`src/rtl/hamming_decode.sv`:
```
// Two-stage single-error-correcting Hamming decoder on a valid/ready stream.
// Optional error counters are enabled by defining HAMMING_DEC_ERR_COUNT_EN.
module hamming_decode #(
  parameter int N       = 7,
  parameter int R       = 4,
  parameter int COUNT_W = 16
) (
  input  logic           clk,
  input  logic           rst,
  input  logic           in_valid,
  output logic           in_ready,
  input  logic [1:N+R]   enStream,
  output logic           out_valid,
  input  logic           out_ready,
  output logic [1:N]     stream,
  output logic           corrected,
  output logic           uncorrectable,
  output logic [R-1:0]   syndrome
`ifdef HAMMING_DEC_ERR_COUNT_EN
  ,
  input  logic               err_clr,
  output logic [COUNT_W-1:0] corr_count,
  output logic [COUNT_W-1:0] uncorr_count
`endif
);

  localparam int L = N + R;

  if ((1 << R) < L + 1 || COUNT_W < 1) begin : g_bad_params
    $error("hamming_decode: parameters do not form a valid code");
  end

  // Codeword position holding data bit i (data fills non-power-of-two slots in order).
  function automatic int data_pos(input int i);
    int k;
    int pos;
    k   = 0;
    pos = 1;
    for (int p = 1; p <= L; p++) begin
      if ((p & (p - 1)) != 0) begin
        k++;
        if (k == i) pos = p;
      end
    end
    return pos;
  endfunction

  logic           s1_valid_q, s1_valid_d;
  logic [1:L]     s1_cw_q, s1_cw_d;
  logic [R-1:0]   s1_syn_q, s1_syn_d;
  logic           out_valid_q, out_valid_d;
  logic [1:N]     stream_q, stream_d;
  logic           corr_q, corr_d;
  logic           unc_q, unc_d;
  logic [R-1:0]   syn_q, syn_d;

  logic           s2_adv, in_rdy, in_fire, fix_hit;
  logic [R-1:0]   syn_in;
  logic [1:L]     cw_fix;
  logic [1:N]     data_x;

  always_comb begin
    syn_in = '0;
    for (int p = 1; p <= L; p++) begin
      if (enStream[p]) syn_in ^= R'(p);
    end
  end

  always_comb begin
    fix_hit = (s1_syn_q != '0) && (int'(s1_syn_q) <= L);
    cw_fix  = s1_cw_q;
    for (int p = 1; p <= L; p++) begin
      if (fix_hit && int'(s1_syn_q) == p) cw_fix[p] = ~s1_cw_q[p];
    end
    data_x = '0;
    for (int i = 1; i <= N; i++) begin
      data_x[i] = cw_fix[data_pos(i)];
    end
  end

  always_comb begin
    s2_adv  = !out_valid_q || out_ready;
    in_rdy  = !s1_valid_q || s2_adv;
    in_fire = in_valid && in_rdy;

    s1_valid_d  = s1_valid_q;
    s1_cw_d     = s1_cw_q;
    s1_syn_d    = s1_syn_q;
    out_valid_d = out_valid_q;
    stream_d    = stream_q;
    corr_d      = corr_q;
    unc_d       = unc_q;
    syn_d       = syn_q;

    if (in_fire) begin
      s1_valid_d = 1'b1;
      s1_cw_d    = enStream;
      s1_syn_d   = syn_in;
    end else if (s2_adv) begin
      s1_valid_d = 1'b0;
    end

    if (s2_adv) begin
      out_valid_d = s1_valid_q;
      if (s1_valid_q) begin
        stream_d = data_x;
        corr_d   = fix_hit;
        unc_d    = (s1_syn_q != '0) && !fix_hit;
        syn_d    = s1_syn_q;
      end
    end
  end

  always_ff @(posedge clk) begin
    if (rst) begin
      s1_valid_q  <= 1'b0;
      s1_cw_q     <= '0;
      s1_syn_q    <= '0;
      out_valid_q <= 1'b0;
      stream_q    <= '0;
      corr_q      <= 1'b0;
      unc_q       <= 1'b0;
      syn_q       <= '0;
    end else begin
      s1_valid_q  <= s1_valid_d;
      s1_cw_q     <= s1_cw_d;
      s1_syn_q    <= s1_syn_d;
      out_valid_q <= out_valid_d;
      stream_q    <= stream_d;
      corr_q      <= corr_d;
      unc_q       <= unc_d;
      syn_q       <= syn_d;
    end
  end

  assign in_ready      = in_rdy;
  assign out_valid     = out_valid_q;
  assign stream        = stream_q;
  assign corrected     = corr_q;
  assign uncorrectable = unc_q;
  assign syndrome      = syn_q;

`ifdef HAMMING_DEC_ERR_COUNT_EN
  logic [COUNT_W-1:0] corr_cnt_q, corr_cnt_d;
  logic [COUNT_W-1:0] unc_cnt_q, unc_cnt_d;
  logic               out_fire;

  // Counters saturate; a clear overrides any same-cycle increment.
  always_comb begin
    out_fire   = out_valid_q && out_ready;
    corr_cnt_d = corr_cnt_q;
    unc_cnt_d  = unc_cnt_q;
    if (err_clr) begin
      corr_cnt_d = '0;
      unc_cnt_d  = '0;
    end else begin
      if (out_fire && corr_q && corr_cnt_q != '1) corr_cnt_d = corr_cnt_q + COUNT_W'(1);
      if (out_fire && unc_q && unc_cnt_q != '1) unc_cnt_d = unc_cnt_q + COUNT_W'(1);
    end
  end

  always_ff @(posedge clk) begin
    if (rst) begin
      corr_cnt_q <= '0;
      unc_cnt_q  <= '0;
    end else begin
      corr_cnt_q <= corr_cnt_d;
      unc_cnt_q  <= unc_cnt_d;
    end
  end

  assign corr_count   = corr_cnt_q;
  assign uncorr_count = unc_cnt_q;
`endif

endmodule

```
`config.mk`:
```
export PLATFORM = sky130hd
export DESIGN_NAME = hamming_decode
export DESIGN_NICKNAME = d
export VERILOG_FILES = /design/src/rtl/hamming_decode.sv
export SDC_FILE = /design/constraint.sdc
export NUM_CORES = 1
export LEC_CHECK = 0
export ABC_AREA = 0
export ABC_CLOCK_PERIOD_IN_PS = 1440
export CAP_MARGIN = 20
export CORE_ASPECT_RATIO = 0.5
export CORE_MARGIN = 2
export CORE_UTILIZATION = 35
export DETAILED_ROUTE_END_ITERATION = 8
export SYNTH_ARGS = -nofsm -noshare
export SYNTH_HDL_FRONTEND = slang
export SYNTH_SLANG_ARGS = --single-unit
export TNS_END_PERCENT = 5
```
`constraint.sdc`:
```
create_clock -name clk -period 1.44 [get_ports clk]
set_clock_uncertainty 0.1 [all_clocks]
set_input_delay 0.288 -clock clk [delete_from_list [all_inputs] [get_ports clk]]
set_output_delay 0.288 -clock clk [all_outputs]
set_load 0.02 [all_outputs]
```
# After elaboration in Yosys (flattened, before gate mapping)
# Cells that the tools add are included.
# op_classes
n_eq_ne,7
bitwise,17
n_reduce_logical,18
magnitude_cmp,1
muxes,20
# ops
cell,n
"4-bit equality test, second input constant",6
4-bit 2-to-1 mux,4
3-bit 2-to-1 mux,4
1-bit logical AND,10
1-bit 2-to-1 mux,10
2-bit inverter,5
1-bit inverter,7
3-bit inverter,2
"4-bit by 3-bit equality test with 1-bit output, second input constant",1
"4-bit less-or-equal comparator, second input constant",1
2-bit 2-to-1 mux,2
4-bit nonzero test,1
1-bit zero test,3
"1-bit inverter, first input constant",3
1-bit logical OR,2
2-bit AND reduction,1
2-bit nonzero test,1
# word_totals
regBits,28
elab_cells,71
in_bits,15
output_inout_bits,15

# Logic depth before layout (Yosys ltp)
# Gate-level depths: netlist of the first run.
# logic_depth
depth_word,18
depth_mapped,6
depth_no_buf,4

# Least setup slack after synthesis of the first run
# OpenSTA, ideal clock, no wires.
# synth_path
path_kind,flip-flop to flip-flop
start,"register out_valid_q, in the netlist out_valid"
end,register s1_syn_q[1]
period_less_slack_ns,1.418
t_arrival_ns,1.230
t_required_ns,1.252
n_path_buf,2
stages_incl_launch_ff,6
slack_ns,0.022
cell_sequence,dfxtp_1 and3b_1 buf_2 inv_2 buf_4 a311oi_2
# synth_between
elab_chain_len,4
# synth_lines
item,line_no,source
from (decl),51,"logic out_valid_q, out_valid_d;"
from (signal assigned),128,out_valid_q <= out_valid_d;
1-bit zero test,82,s2_adv = !out_valid_q || out_ready;
1-bit logical OR,82,
1-bit logical OR,83,in_rdy = !s1_valid_q || s2_adv;
net in_ready,11,"output logic in_ready,"
1-bit logical AND,84,in_fire = in_valid && in_rdy;
to (signal assigned),127,s1_syn_q <= s1_syn_d;
to (decl),50,"logic [R-1:0] s1_syn_q, s1_syn_d;"
# The timed path passes the listed nets, and every way through them passes these cells.
# A chain may end at the register's enable or synchronous reset.

# Worst setup path in the final report of the first run
# layout_path
start,register s1_valid_q
end,output in_ready
# layout_between
elab_chain_len,2
# layout_lines
item,line_no,source
from (decl),48,"logic s1_valid_q, s1_valid_d;"
from (signal assigned),125,s1_valid_q <= s1_valid_d;
1-bit zero test,83,
1-bit logical OR,83,
to (decl),11,
# No other way between the ends.

==> flow_metrics.env, run 1 <==
export IMPL_ys_dominant_reg_cell="dfxtp_1"
export IMPL_hold_path_class="input pin to register"
export IMPL_grt_setup_unrepaired="yes"
export IMPL_max_clock_freq_ghz=0.715
export IMPL_io_pins=30
export IMPL_power_density_nw_per_um2=901
export IMPL_cts_sinks=26
export IMPL_ys_types=28
export IMPL_coreArea_um2=3450
export IMPL_synth_edf_count=0
export IMPL_drc=0
export IMPL_min_period_over_period=0.971
export IMPL_cp_arrival_ns=1.01
export IMPL_grt_overflow_total=0
export IMPL_crit_fanout=2
export IMPL_vias_per_cell=5.04
export IMPL_synth_compound_area_share=0.232
export IMPL_max_cap_violations=0
export IMPL_io_buffers=29
export IMPL_period_minus_slack_ns=1.40
export IMPL_grt_start_max_net_pins=27
export IMPL_preCtsSetupSlack_ns=-0.577
export IMPL_final_hold_viol_count=0
export IMPL_ys_ff_latch=26
export IMPL_synthesis_area_um2=1260
export IMPL_maxSlewHeadroom=0.790
export IMPL_crit_path_end_kind="output port"
export IMPL_cts_tree="done"
export IMPL_synth_fp_nets=152
export IMPL_crit_required_ns=1.05
export IMPL_ir_worst_vdd_mv=0.392
export IMPL_rows=15
export IMPL_hold_ws_ns=0.254
export IMPL_start_kind="register"
export IMPL_fin_nets=194
export IMPL_antenna_found_initial=0
export IMPL_worst_slew_pin_slew_ns=0.314
export IMPL_finalWirelength_um=2860
export IMPL_initial_core_util=0.366
export IMPL_cts_buffer_depth=2
export IMPL_cts_htree_levels=1
export IMPL_dieHeight_um=46.5
export IMPL_synth_seq_area_share=0.412
export IMPL_cts_buffers=3
export IMPL_synth_area_per_cell_um2=9.22
export IMPL_syn_inst=137
export IMPL_yosys_warnings=0
export IMPL_power_total_w=0.00166
export IMPL_grtUsageTotal=0.149
export IMPL_antennaDiodeCount=0
export IMPL_path_clk_slew_ns=0.09
export IMPL_clk_latency_ns=0.27
export IMPL_synth_top_family_by_area="compound AO/OA/AOI/OAI gates"
export IMPL_synth_simple_area_share=0.146
export IMPL_async_flop_share=0
export IMPL_drive_gt1_frac=0.236
export IMPL_synth_area_mux_share=0
export IMPL_areaGrowthSynthToFinish_pct=46.1
export IMPL_ant_nets=0
export IMPL_cts_root_buf="clkbuf_8"
export IMPL_gp_congestion=0.707
export IMPL_dp_hpwl_um=2030
export IMPL_setup_ws_ns=0.0415
export IMPL_p_leak_nw=0.824
export IMPL_drv_slew=0
export IMPL_dieWidth_um=89.0
export IMPL_grt_pass1_wl_um=4690
export IMPL_vias=1154
export IMPL_setup_viol=0
export IMPL_first_pass_iters=4
export IMPL_status="finished, final reports clean"
export IMPL_synth_fa_ha_area_frac=0
export IMPL_wl_per_cell_um=12.5
export IMPL_yosys_area_share_xor_xnor=0.159
export IMPL_grt_pass1_vias=994
export IMPL_path_class="register to output port"
export IMPL_drt_iter0_drc=40
export IMPL_die_area_um2=4140
## kinds of logic after synthesis
logic type / count (synthesis)
DFF: 26
and+or+nand+nor: 26
buffers and inverters: 16
xor gates and xnor gates: 19
AOI/OAI and AO/OA: 50
## cell usage after synthesis (2+ instances only)
cell,n,share of area
a21oi_1,25,0.099
a211oi_1,7,0.042
inv_1,3,0.0089
nand4b_1,2,0.014
nand3_1,11,0.044
o21ai_0,13,0.051
dfxtp_1,26,0.41
a311oi_1,2,0.014
xor2_1,3,0.021
clkbuf_1,10,0.030
and4bb_2,5,0.050
xnor2_1,13,0.090
xnor3_1,2,0.036
## per-layer routing
layer  GRT usage  vias up  wire length (um)
met3      0.0376        2               106
met2       0.248       25              1280
met4      0.0269        0                10
li1            -      582                 -
met5           0        -                 0
met1       0.202      545              1470
## layout make-up
| class | instances | area (um2) |
|---|---|---|
| fillers | 339 | 1610 |
| inverters | 4 | 15.0 |
| well taps | 51 | 63.8 |
| multi-input cells | 95 | 704 |
| flip-flops and latches | 26 | 524 |
| repair buffers | 49 | 484 |
| clock buffers | 4 | 55.1 |
## stage by stage
stage                     cell area (um2)  TNS (ns)   util  cells
after floorplan                      1260         0      -    137
after global placement               1750     -5.59  0.506    224
after detailed placement             1750     -5.87  0.506    224
after CTS                            1790    -0.413  0.518    228
after global routing                 1850  -0.00856  0.535    229
final                                1850         0  0.535    229
## layout by cell type, fill, tap and decap left out, types with 2 or more instances in the layout
| cell type | instances |
|---|---|
| buf_4 | 16 |
| a211oi_1 | 7 |
| xnor2_2 | 4 |
| clkbuf_8 | 4 |
| dfxtp_1 | 23 |
| o21ai_0 | 13 |
| xnor2_1 | 10 |
| xor2_1 | 3 |
| inv_1 | 3 |
| nand4b_1 | 2 |
| buf_6 | 2 |
| and4bb_2 | 5 |
| dfxtp_2 | 3 |
| xnor3_1 | 2 |
| a311oi_1 | 2 |
| dlymetal6s2s_1 | 9 |
| clkdlybuf4s50_1 | 5 |
| dlygate4sd2_1 | 13 |
| a21oi_1 | 25 |
| nand3_1 | 11 |
| buf_12 | 3 |
## worst paths after layout
path / to / depth (start not counted) / slack [ns] / startpoint
worst min-delay path: s1_cw_q[3] / 3 / 0.25 / enStream[3]
worst max register to register: stream[2] / 3 / 0.11 / s1_syn_q[1]
worst min register to register: corrected / 2 / 0.38 / corrected
worst max-delay path: in_ready / 3 / 0.04 / s1_valid_q
## sequential cells by signal, summed over array words and instances, names as in the netlist
name	count
syndrome	4
stream	7
corrected	1
s1_syn_q	4
uncorrectable	1
s1_cw_q	7
s1_valid_q	1
out_valid	1
## worst max-delay path: stages, from the launching register on
cell     delay, ns
dfxtp_2       0.33
and3b_2       0.23
inv_2         0.07
buf_6         0.11
## power breakdown
| group | internal (W) | switching (W) | leakage [nW] |
|---|---|---|---|
| clock | 0.000244 | 0.000226 | 0.0288 |
| sequential | 0.000768 | 0.0000510 | 0.215 |
| combinational | 0.000213 | 0.000161 | 0.580 |
## repair_timing
item / 4_1_cts / 5_1_grt
pin swaps: 0 / 6
hold buffers: 0 / 0
gates resized for setup: 21 / 19
setup endpoints to repair: 19 / 13
setup buffers: 0 / 1
No activity file was read; power rests on OpenSTA's default activity.
==> inputs of run 2 (changes only) <==
CORE_UTILIZATION = 48   (was 35)
HOLD_SLACK_MARGIN = 0.08   (was not set)
PLACE_DENSITY = 0.77   (was not set)
==> run 2 against run 1 <==
Against the previous run:
- largest cell class unchanged
- clock-buffer cell count did not move
- routed wire length rose by 2.2%
- largest power group unchanged
- power barely moved
- non-clock buffer count rose by 1
- sequential power barely moved
- register-to-register slack got worse by 0.06 ns
- via count rose by 0.43%
- critical path depth rose by 1
- flip-flop and latch count did not move
- first-iteration DRC count rose by 110%
==> flow_metrics.env, run 2 (synthesis results as in run 1) <==
export IMPL_status="finished, final reports clean"
export IMPL_hold_path_class="input pin to register"
export IMPL_finalWirelength_um=2920
export IMPL_setup_ws_ns=0.0296
export IMPL_preCtsSetupSlack_ns=-0.594
export IMPL_cts_htree_levels=1
export IMPL_grt_overflow_total=0
export IMPL_start_kind="input pin"
export IMPL_setup_tns_ns=0
export IMPL_power_density_nw_per_um2=922
export IMPL_grt_start_max_net_pins=16
export IMPL_vias_per_cell=5.37
export IMPL_cts_buffers=3
export IMPL_grt_pass1_wl_um=4570
export IMPL_cts_tree="done"
export IMPL_power_total_w=0.00166
export IMPL_setup_viol=0
export IMPL_cts_sinks=26
export IMPL_drive_gt1_frac=0.218
export IMPL_initial_core_util=0.495
export IMPL_wl_per_cell_um=13.5
export IMPL_grt_pass1_vias=973
export IMPL_drt_iter0_drc=83
export IMPL_cts_buffer_depth=2
export IMPL_worst_slew_pin_slew_ns=0.338
export IMPL_period_minus_slack_ns=1.41
export IMPL_path_class="input pin to register"
export IMPL_drc=0
export IMPL_crit_required_ns=1.53
export IMPL_dp_hpwl_um=2030
export IMPL_maxSlewHeadroom=0.774
export IMPL_gp_congestion=0.737
export IMPL_cts_setup_buffers=0
export IMPL_grt_setup_unrepaired="yes"
export IMPL_final_hold_viol_count=0
export IMPL_layout_common_cells="a21oi_1, dfxtp_1, buf_4"
export IMPL_drv_slew=0
export IMPL_max_clock_freq_ghz=0.709
export IMPL_max_cap_violations=0
export IMPL_crit_fanout=2
export IMPL_clk_latency_ns=0.27
export IMPL_areaGrowthSynthToFinish_pct=42.8
export IMPL_dieHeight_um=40.3
export IMPL_ant_nets=0
export IMPL_antenna_found_initial=0
export IMPL_grtUsageTotal=0.194
export IMPL_min_period_over_period=0.979
export IMPL_cp_arrival_ns=1.50
export IMPL_die_area_um2=3080
export IMPL_cts_root_buf="clkbuf_8"
export IMPL_coreArea_um2=2550
export IMPL_fin_nets=195
export IMPL_io_buffers=29
export IMPL_ir_worst_vdd_mv=0.450
export IMPL_antennaDiodeCount=0
export IMPL_first_pass_iters=4
export IMPL_io_pins=30
export IMPL_crit_path_end_kind="register"
export IMPL_dieWidth_um=76.6
export IMPL_rows=13
export IMPL_path_clk_slew_ns=0.09
export IMPL_vias=1159
export IMPL_p_leak_nw=0.810
[run 2: cell count changes in the layout (fill, tap and decap cells not counted), sizes merged]
cell / before / now
dlygate4sd2: 13 / 14
clkdlybuf4s50: 5 / 6
dlymetal6s2s: 9 / 8
clkbuf: 5 / 4
buf: 21 / 22
[run 2: report_power, final]
part | switching, W | leakage [nW] | internal [W]
combinational | 0.000165 | 0.567 | 0.000208
clock | 0.000228 | 0.0288 | 0.000245
sequential | 0.0000509 | 0.214 | 0.000767
total | 0.000444 | 0.810 | 0.00122
[run 2: stage by stage]
| stage | utilization | instance area [um2] | std cells | hold slack, ns |
|---|---|---|---|---|
| 3_3_place_gp | 0.674 | 1720 | 212 | 0.363 |
| 3_5_place_dp | 0.674 | 1720 | 212 | 0.377 |
| 5_1_grt | 0.707 | 1800 | 216 | 0.340 |
| 6_report | 0.707 | 1800 | 216 | 0.308 |
| 2_1_floorplan | - | 1260 | 137 | 0.336 |
| 4_1_cts | 0.686 | 1750 | 216 | 0.387 |
[run 2: final timing paths]
| check | from | end | slack [ns] | cells after the start |
|---|---|---|---|---|
| worst max register to register | s1_syn_q[1] | stream[5] | 0.05 | 3 |
| worst min register to register | corrected | corrected | 0.39 | 2 |
| worst max-delay path | enStream[6] | s1_syn_q[1] | 0.03 | 4 |
| worst min-delay path | enStream[7] | s1_cw_q[7] | 0.31 | 3 |
[run 2: layout make-up]
| cell class | instances | area (um2) |
|---|---|---|
| tap | 37 | 46.3 |
| timing repair buffer | 50 | 464 |
| clock buffer | 4 | 55.1 |
| multi-input combinational | 95 | 702 |
| inverter | 4 | 15.0 |
| fill | 219 | 749 |
| sequential | 26 | 522 |
[run 2: worst max-delay path: stages]
cell and delay (ns):
clkdlybuf4s50_1 0.51, xor2_1 0.19, xnor3_1 0.27, a311oi_2 0.26
[run 2: timing repair]
| item | CTS | global route |
|---|---|---|
| gates resized for setup | 18 | 15 |
| endpoints found under the hold margin | 0 | 0 |
| setup endpoints to repair | 19 | 12 |
| pin swaps | 0 | 3 |
| cloned | 0 | 0 |
| hold buffers | 0 | 0 |
[run 2: layer usage]
layer  wire length, um  share of wire  vias up  GRT usage
met4                10         0.0034        0     0.0500
met1              1390           0.48      543      0.255
met3               123          0.042        3     0.0495
met2              1400           0.48       27      0.332
met5                 0              0        -          0
li1                  -              -      586          -
==> inputs of run 3 (changes only) <==
ABC_AREA = 1   (was 0)
CORE_UTILIZATION = 49   (was 48)
PLACE_DENSITY = 0.78   (was 0.77)
==> run 3 against run 2 <==
Against the previous run:
- setup slack improved by 0.015 ns
- via count is 18% higher
- routed wire length down 0.62%
- hold slack improved by 0.064 ns
- combinational power up 9.1%
- maximum frequency up 1.1%
- power up 0.93%
- final cell count increased by 32%
- highest routed layer unchanged
==> flow_metrics.env, run 3 <==
export IMPL_synth_simple_area_share=0.292
export IMPL_synth_area_mux_share=0
export IMPL_vias_per_cell=4.79
export IMPL_max_clock_freq_ghz=0.717
export IMPL_ant_nets=0
export IMPL_rows=13
export IMPL_grt_pass1_vias=1142
export IMPL_synth_common_cells="nand2_1, inv_1, dfxtp_1"
export IMPL_grt_pass1_wl_um=4740
export IMPL_fin_nets=265
export IMPL_drv_slew=0
export IMPL_yosysTopAreaCellShare=0.392
export IMPL_final_hold_viol_count=0
export IMPL_grt_setup_unrepaired="yes"
export IMPL_combPwrFrac=0.242
export IMPL_start_kind="input pin"
export IMPL_setup_tns_ns=0
export IMPL_clk_latency_ns=0.27
export IMPL_ys_types=20
export IMPL_pwr_share_seq=0.482
export IMPL_hold_ws_ns=0.372
export IMPL_synth_fp_nets=214
export IMPL_cts_sinks=26
export IMPL_finalWirelength_um=2900
export IMPL_worst_slew_pin_slew_ns=0.359
export IMPL_cts_hold_buf=0
export IMPL_wl_per_cell_um=10.2
export IMPL_syn_inst=199
export IMPL_crit_fanout=2
export IMPL_synth_fa_ha_area_frac=0
export IMPL_r2r_slack_ns=0.13
export IMPL_synth_compound_area_share=0.153
export IMPL_yosys_area_share_xor_xnor=0.0462
export IMPL_setup_viol=0
export IMPL_synthesis_area_um2=1330
export IMPL_grt_start_max_net_pins=16
export IMPL_async_flop_share=0
export IMPL_cp_arrival_ns=1.01
export IMPL_ys_ff_latch=26
export IMPL_io_pins=30
export IMPL_crit_required_ns=1.05
export IMPL_maxSlewHeadroom=0.760
export IMPL_max_cap_violations=0
export IMPL_status="finished, final reports clean"
export IMPL_cts_root_buf="clkbuf_8"
export IMPL_coreArea_um2=2590
export IMPL_period_minus_slack_ns=1.40
export IMPL_hold_end="corrected"
export IMPL_power_density_nw_per_um2=909
export IMPL_min_period_over_period=0.969
export IMPL_dieHeight_um=40.8
export IMPL_final_common_cell="nand2_1"
export IMPL_worstHoldStart="corrected"
export IMPL_grtUsageTotal=0.196
export IMPL_gp_congestion=0.866
export IMPL_synth_top_area_cell="dfxtp_1"
export IMPL_vias=1369
export IMPL_synth_top_family_by_area="simple AND/OR/NAND/NOR gates"
export IMPL_p_leak_nw=0.967
export IMPL_layout_common_cells="nand2_1, inv_1, dfxtp_1"
export IMPL_areaGrowthSynthToFinish_pct=39.1
export IMPL_io_buffers=29
export IMPL_drt_iter0_drc=103
export IMPL_cts_buffers=3
export IMPL_rr_worst_depth=7
export IMPL_hold_path_class="register to register"
export IMPL_path_clk_slew_ns=0.09
export IMPL_grt_overflow_total=0
export IMPL_switchingPower_w=0.000473
export IMPL_synth_edf_count=0
export IMPL_dp_hpwl_um=2320
export IMPL_drive_gt1_frac=0.137
export IMPL_min_path_cells=2
export IMPL_drc=0
export IMPL_yosysMostFrequentCell="nand2_1"
export IMPL_r2r_end="stream[5]"
export IMPL_reg2reg_from="s1_syn_q[3]"
export IMPL_ys_dominant_reg_cell="dfxtp_1"
export IMPL_cts_buffer_depth=2
export IMPL_synth_area_leaders="dfxtp_1, nand2_1, inv_1"
export IMPL_synth_seq_area_share=0.392
export IMPL_synth_area_per_cell_um2=6.67
export IMPL_initial_core_util=0.513
export IMPL_cts_tree="done"
export IMPL_antennaDiodeCount=0
export IMPL_p_int_w=0.00121
export IMPL_path_class="input pin to output port"
export IMPL_ir_worst_vdd_mv=0.454
export IMPL_yosys_warnings=0
export IMPL_die_area_um2=3170
export IMPL_antenna_found_initial=0
export IMPL_power_switching_share=0.281
export IMPL_first_pass_iters=4
export IMPL_clkPwrFrac=0.276
export IMPL_dieWidth_um=77.6
export IMPL_cts_htree_levels=1
export IMPL_crit_path_end_kind="output port"
-- run 3: cell count changes in the layout (fill, tap and decap cells not counted), moves of 7 or more --
cell and delta:
clkdlybuf4s50_1 +7, a21oi_1 -7, nor2_1 +16, inv_1 +25, dlymetal6s2s_1 -7, nand2_1 +52
-- run 3: power groups by stage --
stage	Clock [W]	Combinational [W]	Sequential [W]
2_1_floorplan	0	0.000202	0.000854
3_3_place_gp	0	0.000416	0.000824
3_5_place_dp	0	0.000426	0.000826
4_1_cts	0.000473	0.000409	0.000808
5_1_grt	0.000505	0.000453	0.000816
6_report	0.000464	0.000407	0.000809
-- run 3: kinds of logic (layout without fill, tap and decap cells) --
| logic type | after synthesis | count (layout) |
|---|---|---|
| simple gates | 92 | 92 |
| compound gates | 39 | 39 |
| buf+inv | 35 | 85 |
| flops | 26 | 26 |
| xor+xnor | 7 | 7 |
-- run 3: routing by layer --
metal  part of all wire  vias up  global-route usage
met3              0.060        2              0.0396
met5                  0        -                   0
li1                   -      727                   -
met1               0.48      596               0.230
met4             0.0059        0              0.0402
met2               0.45       44               0.394
-- run 3: worst max-delay path by stage --
stage	from	endpoint
after floorplan	out_valid	s1_cw_q[5]
after global routing	out_ready	stream[7]
final	out_ready	in_ready
after CTS	out_ready	in_ready
after detailed placement	out_ready	in_ready
after global placement	out_ready	in_ready
-- run 3: final cells by class --
class | count | area, um2
clock buffer | 4 | 55.1
sequential | 26 | 520
tap | 37 | 46.3
inverter | 30 | 113
multi-input combinational | 138 | 652
fill | 216 | 739
timing repair buffer | 51 | 460
-- run 3: critical path, stage by stage --
cell	delay [ns]
clkdlybuf4s50_1	0.45
inv_1	0.05
nand3_2	0.06
buf_2	0.16
-- run 3: through the flow --
stage                     cells  utilization  setup slack [ns]  instance area, um2  total power (W)
after detailed placement    282        0.701            -0.402                1810          0.00125
after floorplan             199            -            0.0757                1330          0.00106
final                       286        0.714            0.0449                1850          0.00168
after global routing        286        0.714           -0.0236                1850          0.00177
after CTS                   286        0.713            0.0389                1840          0.00169
after global placement      282        0.701            -0.390                1810          0.00124
-- run 3: repair_timing --
item | 4_1_cts | 5_1_grt
setup endpoints to repair | 15 | 4
resized for setup | 18 | 1
buffers inserted | 0 | 0
